**src/rtl/cavlc_bitstream_buf.sv**
```systemverilog
// cavlc_bitstream_buf
//   Bit-level input stage of the CAVLC decoder. This block takes 32-bit
//   big-endian RBSP words over a valid/ready handshake and stores them in a
//   64-bit shift buffer. The oldest unread bit is always at the MSB. Each
//   cycle the block discards len_comb bits and presents the next 16 unread
//   bits, MSB-aligned, on rbsp.
//
// Ports
//   clk            system clock, rising edge
//   rst_n          asynchronous active-low reset
//   flush          synchronous clear of buffer, fill, error and bit counter
//   data_in        next RBSP word; bit IN_W-1 is first in stream order
//   data_in_valid  data_in holds a word
//   data_in_ready  buffer can take a word (fill <= IN_W), registered-only
//   len_comb       bits to consume this cycle (0..WIN_W)
//   rbsp           next WIN_W unread bits, rbsp[WIN_W-1] oldest
//   rbsp_valid     at least WIN_W unread bits held
//   fill_level     unread bit count (0..BUF_W)
//   bits_consumed  running total of consumed bits, wraps modulo 2^32
//   len_err        sticky flag for an illegal consumption request
module cavlc_bitstream_buf #(
    parameter int unsigned IN_W  = 32,
    parameter int unsigned BUF_W = 64,
    parameter int unsigned WIN_W = 16
) (
    input  logic                           clk,
    input  logic                           rst_n,
    input  logic                           flush,
    input  logic [IN_W-1:0]                data_in,
    input  logic                           data_in_valid,
    output logic                           data_in_ready,
    input  logic [$clog2(WIN_W+1)-1:0]     len_comb,
    output logic [WIN_W-1:0]               rbsp,
    output logic                           rbsp_valid,
    output logic [$clog2(BUF_W+1)-1:0]     fill_level,
    output logic [31:0]                    bits_consumed,
    output logic                           len_err
);

    localparam int unsigned LW = $clog2(WIN_W + 1);
    localparam int unsigned FW = $clog2(BUF_W + 1);

    logic [BUF_W-1:0] shift_buf;
    logic [FW-1:0]    fill_q;

    logic             len_ok;
    logic             err_req;
    logic             push;
    logic [LW-1:0]    len_eff;
    logic [BUF_W-1:0] buf_s;
    logic [FW-1:0]    fill_s;

    // The handshake and window depend only on registered state, so there is
    // no combinational path from len_comb to data_in_ready.
    assign data_in_ready = (fill_q <= FW'(IN_W));
    assign rbsp_valid    = (fill_q >= FW'(WIN_W));
    assign rbsp          = shift_buf[BUF_W-1 -: WIN_W];
    assign fill_level    = fill_q;

    always_comb begin
        len_ok  = (len_comb <= LW'(WIN_W)) && (FW'(len_comb) <= fill_q);
        len_eff = len_ok ? len_comb : '0;
        err_req = (len_comb != '0) && !len_ok;
        push    = data_in_valid && data_in_ready;

        // Consume first, then append the new word directly below the
        // remaining bits. push implies fill_q <= IN_W, so the result fits.
        buf_s  = shift_buf << len_eff;
        fill_s = fill_q - FW'(len_eff);
        if (push) begin
            buf_s  = buf_s | ({data_in, {(BUF_W-IN_W){1'b0}}} >> fill_s);
            fill_s = fill_s + FW'(IN_W);
        end
    end

    always_ff @(posedge clk or negedge rst_n) begin
        if (!rst_n) begin
            shift_buf     <= '0;
            fill_q        <= '0;
            bits_consumed <= '0;
            len_err       <= 1'b0;
        end else if (flush) begin
            shift_buf     <= '0;
            fill_q        <= '0;
            bits_consumed <= '0;
            len_err       <= 1'b0;
        end else begin
            shift_buf     <= buf_s;
            fill_q        <= fill_s;
            bits_consumed <= bits_consumed + 32'(len_eff);
            if (err_req) begin
                len_err <= 1'b1;
            end
        end
    end

endmodule

```
**config.mk**
```make
export PLATFORM = sky130hd
export DESIGN_NAME = cavlc_bitstream_buf
export DESIGN_NICKNAME = d
export VERILOG_FILES = /design/src/rtl/cavlc_bitstream_buf.sv
export SDC_FILE = /design/constraint.sdc
export NUM_CORES = 1
export LEC_CHECK = 0
export ABC_AREA = 1
export BUFFER_PORTS_ARGS = -buffer_cell sky130_fd_sc_hd__buf_2
export CAP_MARGIN = 0
export CORE_MARGIN = 5
export CORE_UTILIZATION = 62
export DETAILED_ROUTE_END_ITERATION = 10
export MAX_ROUTING_LAYER = met4
export PLACE_DENSITY = 0.83
export RECOVER_POWER = 100
export SLEW_MARGIN = 20
export SYNTH_ARGS = -nofsm -noshare
export SYNTH_HDL_FRONTEND = slang
export SYNTH_SLANG_ARGS = --single-unit
export TNS_END_PERCENT = 100
```
**constraint.sdc**
```tcl
create_clock -name clk -period 5.2 [get_ports clk]
set_clock_uncertainty 0.1 [all_clocks]
set_input_delay 0.52 -clock clk [delete_from_list [all_inputs] [get_ports clk]]
set_output_delay 0.52 -clock clk [all_outputs]
set_load 0.02 [all_outputs]
```
# Word level (Yosys, flattened, before mapping)
# Index checks and enable logic that the tools add are counted.
dict set report totals {
  register_bits 104
  latch_bits 0
  ramBits 0
  romBits 0
  input_bits 41
  output_inout_bits 58
  elab_cells 28
  mem_count 0
}
dict set report op_classes {
  n_addsub 3
  mul 0
  div_mod_pow 0
  magnitude_cmp 4
  n_eq_ne 0
  shifts 2
  muxes 8
  bitwise 1
  reduce_logical 6
}
# op count
set ops {}
lappend ops {{64-bit 2-to-1 mux} 2}
lappend ops {{64-bit OR} 1}
lappend ops {{64-bit by 5-bit left shift with 64-bit output} 1}
lappend ops {{64-bit by 7-bit right shift with 64-bit output} 1}
lappend ops {{32-bit by 5-bit adder with 32-bit output} 1}
lappend ops {{32-bit 2-to-1 mux} 1}
lappend ops {{7-bit 2-to-1 mux} 2}
lappend ops {{7-bit by 6-bit adder with 7-bit output, second input constant} 1}
lappend ops {{7-bit by 5-bit greater-or-equal comparator with 1-bit output, second input constant} 1}
lappend ops {{5-bit by 7-bit less-or-equal comparator with 1-bit output} 1}
lappend ops {{7-bit by 6-bit less-or-equal comparator with 1-bit output, second input constant} 1}
lappend ops {{7-bit by 5-bit subtractor with 7-bit output} 1}
lappend ops {{5-bit less-or-equal comparator, second input constant} 1}
lappend ops {{5-bit 2-to-1 mux} 1}
lappend ops {{5-bit nonzero test} 1}
lappend ops {{1-bit logical AND} 3}
lappend ops {{1-bit 2-to-1 mux} 2}
lappend ops {{2-bit nonzero test} 1}
lappend ops {{1-bit zero test} 1}

# Logic depth before layout (Yosys ltp)
# Gate-level depths: netlist of the first run.
dict set report depth {
  ltp_word 8
  mapped_depth 31
  ltp_nobuf 28
}

# Worst setup path before layout of the first run
# OpenSTA, ideal clock, no wires.
dict set report synth_path {
  path_kind {register to register}
  startpoint {register fill_q[1] (netlist: fill_level[1])}
  endpoint {register shift_buf[32]}
  setup_ns 0.114
  arrival_ns 3.952
  required_ns 4.986
  path_slack_ns 1.034
  stages_incl_launch_ff 28
  n_path_buf 5
  synth_period_minus_slack_ns 4.166
  cell_sequence {dfrtp_1 inv_1 ha_1 nand3_1 nand2_1 nand2_1 nand2_1 nand2_2 buf_6 nand3_2 buf_6 buf_4 inv_1 ha_1 fa_1 buf_2 clkinv_1 buf_2 o21a_1 nand2_1 o21ai_0 or2_2 nand2_1 nand2_1 nand3_1 nand3_1 nand2_1 inv_1}
}
dict set report synth_between {
  elab_chain_len 8
  elab_cells_between_ends 11
  cone_classes {add/sub: 1; order compare: 2; shift: 2; mux: 3; bitwise: 1; reduce/logical: 2}
}
# element line
set synth_lines {}
lappend synth_lines {{start, declared} 44} ;# logic [FW-1:0] fill_q;
lappend synth_lines {{start signal, assigned} 89} ;# fill_q <= fill_s;
lappend synth_lines {{5-bit by 7-bit less-or-equal comparator with 1-bit output} 61} ;# len_ok = (len_comb <= LW'(WIN_W)) && (FW'(len_comb) <= fill_q);
lappend synth_lines {{1-bit logical AND} 61}
lappend synth_lines {{5-bit 2-to-1 mux} 62} ;# len_eff = len_ok ? len_comb : '0;
lappend synth_lines {{7-bit by 5-bit subtractor with 7-bit output} 69} ;# fill_s = fill_q - FW'(len_eff);
lappend synth_lines {{64-bit by 7-bit right shift with 64-bit output} 71} ;# buf_s = buf_s | ({data_in, {(BUF_W-IN_W){1'b0}}} >> fill_s);
lappend synth_lines {{64-bit OR} 71}
lappend synth_lines {{64-bit 2-to-1 mux *} 70} ;# if (push) begin
lappend synth_lines {{64-bit 2-to-1 mux *} 82} ;# end else if (flush) begin
lappend synth_lines {{end signal, assigned} 88} ;# shift_buf <= buf_s;
lappend synth_lines {{end, declared} 43} ;# logic [BUF_W-1:0] shift_buf;
# Every way passes the cells marked *; elsewhere a longest branch is shown, timed or not.
# A chain may end at the register's enable or synchronous reset.

# Worst setup path in the final report of the first run
dict set report layout_path {
  startpoint {register fill_q[4] (netlist: fill_level[4])}
  endpoint {register shift_buf[35]}
}
# The elaborated chain is that of the path after synthesis.

==> PnR_summary.wiki, run 1 <==
{| class="wikitable"
! Metric !! Value
|-
| Register bit count reported by yosys || 104
|-
| Maximum vdd ir drop || 0.000791 V
|-
| Clock Tree Buf Depth || 2
|-
| Post-CTS clock slew at the launch and capture registers of the worst setup and hold paths || about 0.080 ns
|-
| Final setup vio count || 0
|-
| Cells along the critical path || inv_1 -> ha_1 -> nand2_1 -> nor2_1 -> nand4_2 -> nand2_1 -> nand2_1 -> nor2_4 -> inv_1 -> ha_1 -> xnor2_1 -> inv_1 -> o21ai_0 -> nand2_1 -> a21oi_1 -> a31oi_1 -> nand2_1 -> nand3_1 -> nand2_1 -> inv_1
|-
| Vias || about 13000
|-
| Crit path top cell by count || sky130_fd_sc_hd__nand2_1
|-
| Global-route wire length before repair || 64900 µm
|-
| Vias in the first global route || 12100
|-
| Fraction of synthesized cell area taken by the top area cell type || ~25%
|-
| Post-cts gate resize count || 0
|-
| Remaining DRCs || 0
|-
| Clock latency on the worst-skew pair || 0.38 ns
|-
| Total die area || 20300 µm²
|-
| Site Rows || 48
|-
| Min Clock Period, post-route || 4.67 ns
|-
| Die span in y || 142 µm
|-
| Yosys warnings || 0
|-
| Commonest non-fill, non-tap cells in the layout || sky130_fd_sc_hd__nand3_1, sky130_fd_sc_hd__nand2_1, sky130_fd_sc_hd__inv_1
|-
| CTS tree || done
|-
| Share of final-layout standard cells stronger than drive strength 1 || 6.79%
|-
| Setup TNS || 0 ns
|-
| Maximum number of pins on one net before global-route repair || 66
|-
| Share of the core filled with cells || 65.7%
|-
| Unrepaired setup endpoints after global routing || no
|-
| Clock root cell || sky130_fd_sc_hd__clkbuf_16
|-
| Arrival time at the worst endpoint || 4.88 ns
|-
| Post-Place Cell Area || 11100 µm²
|-
| Ys flop type || sky130_fd_sc_hd__dfrtp_1
|-
| Antenna violations before repair || 0
|-
| Share of total power in the clock network || roughly 8.0%
|-
| Average wire per cell in the routed design || 20.1 µm
|-
| Met3 track utilization from global routing || 8.17%
|-
| Outcome || finished with violations
|-
| Netlist cell types || 47
|-
| Timing-limited maximum frequency || 0.214 GHz
|-
| Flop pwr share || 13.3%
|-
| Detailed Route Iter0 Violations || 1972
|-
| H-tree depth || 3
|-
| Final standard cell area without fillers || 11300 µm²
|-
| GR peak layer || met2
|-
| Total setup buffers inserted after CTS || 0
|-
| Area of the placeable core || 17200 µm²
|-
| Count of boundary I/O pins || 99
|-
| DR pass1 iterations || 6
|-
| Power share of the combinational group || 78.7%
|-
| Share of synthesized flip-flops with an asynchronous set or reset || 100%
|-
| P_sw || 5.80 mW
|-
| Initial standard-cell utilization of the core || 63.1%
|-
| Commonest non-fill, non-tap cell in the layout || sky130_fd_sc_hd__nand3_1
|-
| CTS Buf Count || 9
|-
| Total grt overflow || 0
|-
| Top post-synthesis cells by area || sky130_fd_sc_hd__nand3_1, sky130_fd_sc_hd__dfrtp_1, sky130_fd_sc_hd__nand2_1
|-
| Number of buffer cells added on primary ports || 98
|-
| Final HPWL from detailed placement || slightly below 30000 µm
|-
| Switching Share || 62.6%
|-
| Headroom to the max-slew limit || -167%
|-
| Number of enable flip-flop cells after synthesis || 0
|-
| Sink count of the clock tree || roughly 100
|-
| Internal Power || approximately 3.5 mW
|-
| Maximum single-stage delay on the critical path || 0.65 ns
|-
| Met2 capacity usage during global routing || around three fifths
|-
| Critical-path cell with the highest stage delay || sky130_fd_sc_hd__inv_1
|-
| Post-Synthesis Net Count || 1852
|-
| Final Cycle Share || roughly nine tenths
|-
| Pwr/cell area || 818 nW/µm²
|-
| Leakage || 5.47 nW
|-
| Diode insertion count for antenna repair || 0
|-
| Max-slew violation total from the final report || 66
|-
| Violated checks || max-capacitance violations, max-slew violations
|-
| Cts-stage hold buffer count || 0
|-
| Worst path required time || 5.41 ns
|-
| Global Route met1 Usage || 54.7%
|-
| Placed Instances || ~2000
|-
| Critical Setup Path Class || reg2reg
|-
| Max-cap violations || 1
|-
| Cell count after synthesis || around 1800
|-
| Proportion of synthesized chip area in sequential cells || around a quarter
|-
| Average via count per standard cell || ~6.6
|-
| Width of the die || 142 µm
|-
| Per-instance average area after synthesis || 6.06 µm²
|-
| Tightest Pin Transition || 4.00 ns
|-
| Final hold violations || 0
|-
| Area growth from synthesis to final layout || 4.25%
|-
| Class of the tightest hold or removal check || in2reg
|-
| Mapped Area || 10900 µm²
|-
| Critical path fanouts, max || 31
|-
| Residual antenna-violating net count after detailed routing || 0
|-
| Setup Slack @ Placement || approximately 0.64 ns
|-
| Capturing element type of the critical path || register
|-
| Final standard cell count with taps included and fillers excluded || around 2000
|-
| Final GP Congestion || roughly 1.0
|-
| Post-layout nets || 1836
|-
| Total track usage || 41.1%
|-
| Cell type with the largest total area after synthesis || sky130_fd_sc_hd__nand3_1
|-
| Type of origin of the critical path || register
|-
| Post-Route WL || 40500 µm
|-
| Post-route setup slack || 0.526 ns
|}
==> routing by layer <==
| layer | share of wire, % | vias to the layer above | routed length, µm |
|---|---|---|---|
| met3 | 11 | 138 | 4640 |
| met2 | 43 | 901 | 17500 |
| met5 | 0 | - | 0 |
| met1 | 40 | 6051 | 16300 |
| met4 | 5.1 | 0 | 2080 |
| li1 | - | 6124 | - |
==> state kept, by name (all words and copies together), names as in the netlist <==
signal         flops
shift_buf         64
bits_consumed     32
len_err            1
fill_level         7
==> per-stage QoR <==
step	power [mW]	hold WS, ns
after floorplan	6.47	0.124
after detailed placement	8.31	0.385
after global placement	8.26	0.372
after global routing	9.98	0.384
final	9.27	0.369
after CTS	9.05	0.227
==> power groups by stage <==
| stage | Clock [mW] | Sequential [mW] | Combinational, mW |
|---|---|---|---|
| after global placement | 0 | 1.23 | 7.04 |
| after CTS | 0.740 | 1.21 | 7.10 |
| final | 0.744 | 1.23 | 7.30 |
| after floorplan | 0 | 1.20 | 5.27 |
| after detailed placement | 0 | 1.23 | 7.08 |
| after global routing | 0.774 | 1.24 | 7.96 |
==> critical path: cells and delay by family, from the launching register on <==
family,cells,cell delay (ns)
xor gates and xnor gates,1,0.16
DFF,1,0.40
AOI/OAI and AO/OA,3,0.81
buffers and inverters,4,0.96
adders and majority gates,2,0.65
and+or+nand+nor,10,1.53
==> logic make-up (layout without fill, tap and decap cells) <==
family	after synthesis	in the layout	share of synthesized area, %
AND/OR/NAND/NOR	1164	1164	49.8
XOR/XNOR	7	7	0.771
buffers and inverters	281	270	11.4
AO/OA/AOI/OAI	203	203	10.3
flip-flops	104	104	23.9
adder cells (fa/ha/maj)	17	17	2.10
multiplexers	18	18	1.66
==> cell usage after synthesis, types with 6 or more instances <==
library cell / number
sky130_fd_sc_hd__o21ai_0: 100
sky130_fd_sc_hd__o21a_1: 7
sky130_fd_sc_hd__buf_6: 6
sky130_fd_sc_hd__buf_4: 19
sky130_fd_sc_hd__buf_1: 14
sky130_fd_sc_hd__nor2_1: 68
sky130_fd_sc_hd__nand2_1: 403
sky130_fd_sc_hd__mux2i_1: 18
sky130_fd_sc_hd__or2_2: 18
sky130_fd_sc_hd__o211ai_1: 17
sky130_fd_sc_hd__nor3_1: 19
sky130_fd_sc_hd__clkbuf_1: 58
sky130_fd_sc_hd__ha_1: 15
sky130_fd_sc_hd__dfrtp_1: 104
sky130_fd_sc_hd__a21oi_1: 61
sky130_fd_sc_hd__buf_2: 55
sky130_fd_sc_hd__nand4_1: 77
sky130_fd_sc_hd__o21ai_1: 6
sky130_fd_sc_hd__nand3_1: 553
sky130_fd_sc_hd__inv_2: 11
sky130_fd_sc_hd__inv_1: 117
==> worst paths after layout <==
kind	startpoint	endpoint	slack [ns]	depth (start not counted)
setup / recovery	fill_level[4]	shift_buf[35]	0.53	20
hold / removal	data_in_valid	fill_level[5]	0.37	3
setup reg to reg	fill_level[4]	shift_buf[35]	0.53	20
hold reg to reg	bits_consumed[22]	bits_consumed[22]	0.40	1
max in group asynchronous	rst_n	shift_buf[57]	0.95	2
min in group asynchronous	rst_n	shift_buf[9]	1.43	1
==> final cells by class <==
class                   count  area (µm²)
inverters                 129         485
clock inverters             7        88.8
flip-flops and latches    104        2600
multi-input cells        1409        7020
well taps                 225         282
clock buffers               9         225
fillers                  1683        5910
repair buffers            125         623
Note: power is estimated with default switching activity, not from simulation.
==> run 2, diff against run 1 <==
--- a/config.mk
+++ b/config.mk
@@ -8,11 +8,12 @@
 export ABC_AREA = 1
 export BUFFER_PORTS_ARGS = -buffer_cell sky130_fd_sc_hd__buf_2
 export CAP_MARGIN = 0
-export CORE_MARGIN = 5
-export CORE_UTILIZATION = 62
+export CORE_MARGIN = 1.5
+export CORE_UTILIZATION = 63
+export CTS_BUF_LIST = sky130_fd_sc_hd__clkbuf_4
 export DETAILED_ROUTE_END_ITERATION = 10
 export MAX_ROUTING_LAYER = met4
-export PLACE_DENSITY = 0.83
+export PLACE_DENSITY = 0.84
 export RECOVER_POWER = 100
 export SLEW_MARGIN = 20
 export SYNTH_ARGS = -nofsm -noshare
==> PnR_summary.wiki, run 2 (synthesis gave the netlist of run 1 again) <==
{| class="wikitable"
! Metric !! Value
|-
| Area growth from synthesis to final layout || 2.48%
|-
| Die span in y || 134 µm (-5.7%)
|-
| Internal Power || 3.20 mW (-7.8%)
|-
| Initial standard-cell utilization of the core || 65.1% (+2.0 points)
|-
| Unrepaired setup endpoints after global routing || no
|-
| Sum of internal, switching and leakage power || 8.95 mW (-3.5%)
|-
| H-tree depth || 3 (unchanged)
|-
| Share of total power in the clock network || 5.2% (-2.8 points)
|-
| Arrival time at the worst endpoint || 4.99 ns (+0.11 ns)
|-
| Cts-stage hold buffer count || 0 (unchanged)
|-
| Cells along the critical path || inv_1 -> ha_1 -> a21oi_1 -> nand2_1 -> nand2_1 -> nand2_1 -> nand2_1 -> nand2_1 -> nor2_4 -> inv_2 -> ha_1 -> a21oi_1 -> nand2_1 -> nand2_1 -> nand2_1 -> a21oi_4 -> xor2_2 -> clkbuf_1 -> o21ai_0 -> o211ai_1 -> a21oi_1
|-
| Critical-path cell with the highest stage delay || sky130_fd_sc_hd__clkbuf_1
|-
| Setup TNS || 0 ns (unchanged)
|-
| Clock latency on the worst-skew pair || 0.54 ns (+0.16 ns)
|-
| Count of boundary I/O pins || 99 (unchanged)
|-
| Capturing element type of the critical path || register
|-
| Max-cap violations || 1 (unchanged)
|-
| Leakage || 5.39 nW (-1.5%)
|-
| CTS Buf Count || 9 (unchanged)
|-
| Worst path required time || 5.48 ns (+0.07 ns)
|-
| Clock root cell || sky130_fd_sc_hd__clkbuf_4
|-
| Sink count of the clock tree || 104 (unchanged)
|-
| Vias in the first global route || 11800 (-1.8%)
|-
| Critical path fanouts, max || 24 (-23%)
|-
| Global-route wire length before repair || 63200 µm (-2.6%)
|-
| Total die area || 18000 µm² (-11%)
|-
| Crit Reg-Reg Startpoint || fill_level[2]
|-
| Timing-limited maximum frequency || 0.212 GHz (-0.92%)
|-
| Detailed Route Iter0 Violations || 2185 (+11%)
|-
| Switching Share || 64.3% (+1.7 points)
|-
| Total track usage || 45.9% (+4.7 points)
|-
| Post-layout nets || 1836 (unchanged)
|-
| Class of the tightest hold or removal check || in2reg
|-
| Total setup buffers inserted after CTS || 0 (unchanged)
|-
| Average via count per standard cell || 6.70 (+1.8%)
|-
| Pwr/cell area || 803 nW/µm² (-1.8%)
|-
| Worst setup endpoint || shift_buf[14]
|-
| Residual antenna-violating net count after detailed routing || 0 (unchanged)
|-
| Maximum single-stage delay on the critical path || 0.75 ns (+0.10 ns)
|-
| Worst Setup SP || fill_level[2]
|-
| Vias || 13400 (+1.6%)
|-
| Power share of the combinational group || 81.0% (+2.3 points)
|-
| P_sw || 5.75 mW (-0.90%)
|-
| Depth of the worst register-to-register path || 21 (+5.0%)
|-
| Share of final-layout standard cells stronger than drive strength 1 || 6.95% (+0.17 points)
|-
| Final HPWL from detailed placement || 28700 µm (-1.2%)
|-
| Register ranked first by flip-flop count || shift_buf
|-
| Final Cycle Share || 90.7% (+0.83 points)
|-
| Critical Setup Path Class || reg2reg
|-
| Commonest non-fill, non-tap cell in the layout || sky130_fd_sc_hd__nand3_1
|-
| Outcome || finished with violations
|-
| Worst hold-check slack || 0.164 ns (-0.205 ns)
|-
| Post-Route WL || 40200 µm (-0.58%)
|-
| Clock Tree Buf Depth || 2 (unchanged)
|-
| Flop pwr share || 13.8% (+0.5 points)
|-
| Min Clock Period, post-route || 4.72 ns (+0.0433 ns)
|-
| Post-cts gate resize count || 0 (unchanged)
|-
| Width of the die || 134 µm (-5.7%)
|-
| Violated checks || max-capacitance violations, max-slew violations
|-
| Post-CTS clock slew at the launch and capture registers of the worst setup and hold paths || 0.20 ns (+0.12 ns)
|-
| DR pass1 iterations || 7 (+1)
|-
| CTS tree || done
|-
| Headroom to the max-slew limit || -179% (-12 points)
|-
| Number of buffer cells added on primary ports || 98 (unchanged)
|-
| Maximum vdd ir drop || 0.000896 V (+13%)
|-
| Antenna violations before repair || 1 (+1)
|-
| Final setup vio count || 0 (unchanged)
|-
| Area of the placeable core || 16700 µm² (-3.1%)
|-
| Worst flop-to-flop path endpoint || shift_buf[14]
|-
| Tightest Pin Transition || 4.19 ns (+0.181 ns)
|-
| Register-to-register setup slack || 0.48 ns (-0.04 ns)
|-
| Average wire per cell in the routed design || 20.1 µm (-0.38%)
|-
| Share of the core filled with cells || 66.7% (+0.95 points)
|-
| Final hold violations || 0 (unchanged)
|-
| Final GP Congestion || 1.06 (+1.2%)
|-
| Crit path top cell by count || sky130_fd_sc_hd__nand2_1
|-
| Type of origin of the critical path || register
|-
| Remaining DRCs || 0 (unchanged)
|-
| Maximum number of pins on one net before global-route repair || 67 (+1.5%)
|-
| Site Rows || 47 (-2.1%)
|-
| Max-slew violation total from the final report || 67 (+1.5%)
|-
| Max FFs per register || 64 (unchanged)
|-
| Commonest non-fill, non-tap cells in the layout || sky130_fd_sc_hd__nand3_1, sky130_fd_sc_hd__nand2_1, sky130_fd_sc_hd__inv_1
|-
| Fill cell total of the finished layout || 1637 (-2.7%)
|-
| Total grt overflow || 0 (unchanged)
|}
-- run 2: changes by cell type in the layout (fill, tap and decap cells not counted), sizes merged --
cell and change:
buf +1, clkinv -1, clkbuf -1, diode +1, inv +1
-- run 2: final cells by class --
type	instances	area (µm²)	area share (%)
tap	220	275	2.47
timing repair buffer	125	614	5.52
multi-input combinational	1409	7020	63.1
antenna	1	2.50	0.0225
clock buffer	9	67.6	0.607
clock inverter	7	66.3	0.595
inverter	129	485	4.36
sequential	104	2600	23.4
-- run 2: critical path: cells and delay by family, from the launching register on --
family          cells  cell delay, ns
xor+xnor            1            0.17
compound gates      6            1.16
buf+inv             3            0.93
flops               1            0.43
fa+ha+maj           2            0.67
simple gates        9            1.07
-- run 2: per-layer routing --
| layer | GRT usage [%] | vias to the layer above | share of wire [%] |
|---|---|---|---|
| met1 | 61.3 | 6095 | 40 |
| met2 | 67.6 | 1010 | 43 |
| met3 | 9.49 | 184 | 12 |
| li1 | - | 6133 | - |
| met4 | 19.1 | 0 | 5.0 |
| met5 | - | - | 0 |
-- run 2: worst min-delay path by stage --
stage	startpoint	end	cells past startpoint
finish	data_in_valid	fill_level[5]	3
global route	data_in_valid	fill_level[5]	3
CTS	rst_n	fill_level[5]	1
detailed placement	bits_consumed[11]	bits_consumed[11]	1
global placement	bits_consumed[22]	bits_consumed[22]	1
floorplan	rst_n	bits_consumed[0]	0
-- run 2: per-stage QoR --
| stage | instances | worst slack (ns) | cell area, µm² |
|---|---|---|---|
| 5_1_grt | 2004 | 0.119 | 11100 |
| 2_1_floorplan | 1794 | 1.03 | 10900 |
| 3_5_place_dp | 1987 | 0.623 | 11100 |
| 4_1_cts | 2003 | 0.766 | 11200 |
| 6_report | 2004 | 0.482 | 11100 |
| 3_3_place_gp | 1987 | 0.742 | 11100 |
-- run 2: power groups by stage --
stage	Sequential (mW)	Clock, mW	Combinational (mW)
5_1_grt	1.24	0.491	7.87
3_3_place_gp	1.23	0	6.94
6_report	1.24	0.466	7.25
4_1_cts	1.22	0.459	7.01
2_1_floorplan	1.20	0	5.27
3_5_place_dp	1.23	0	6.99
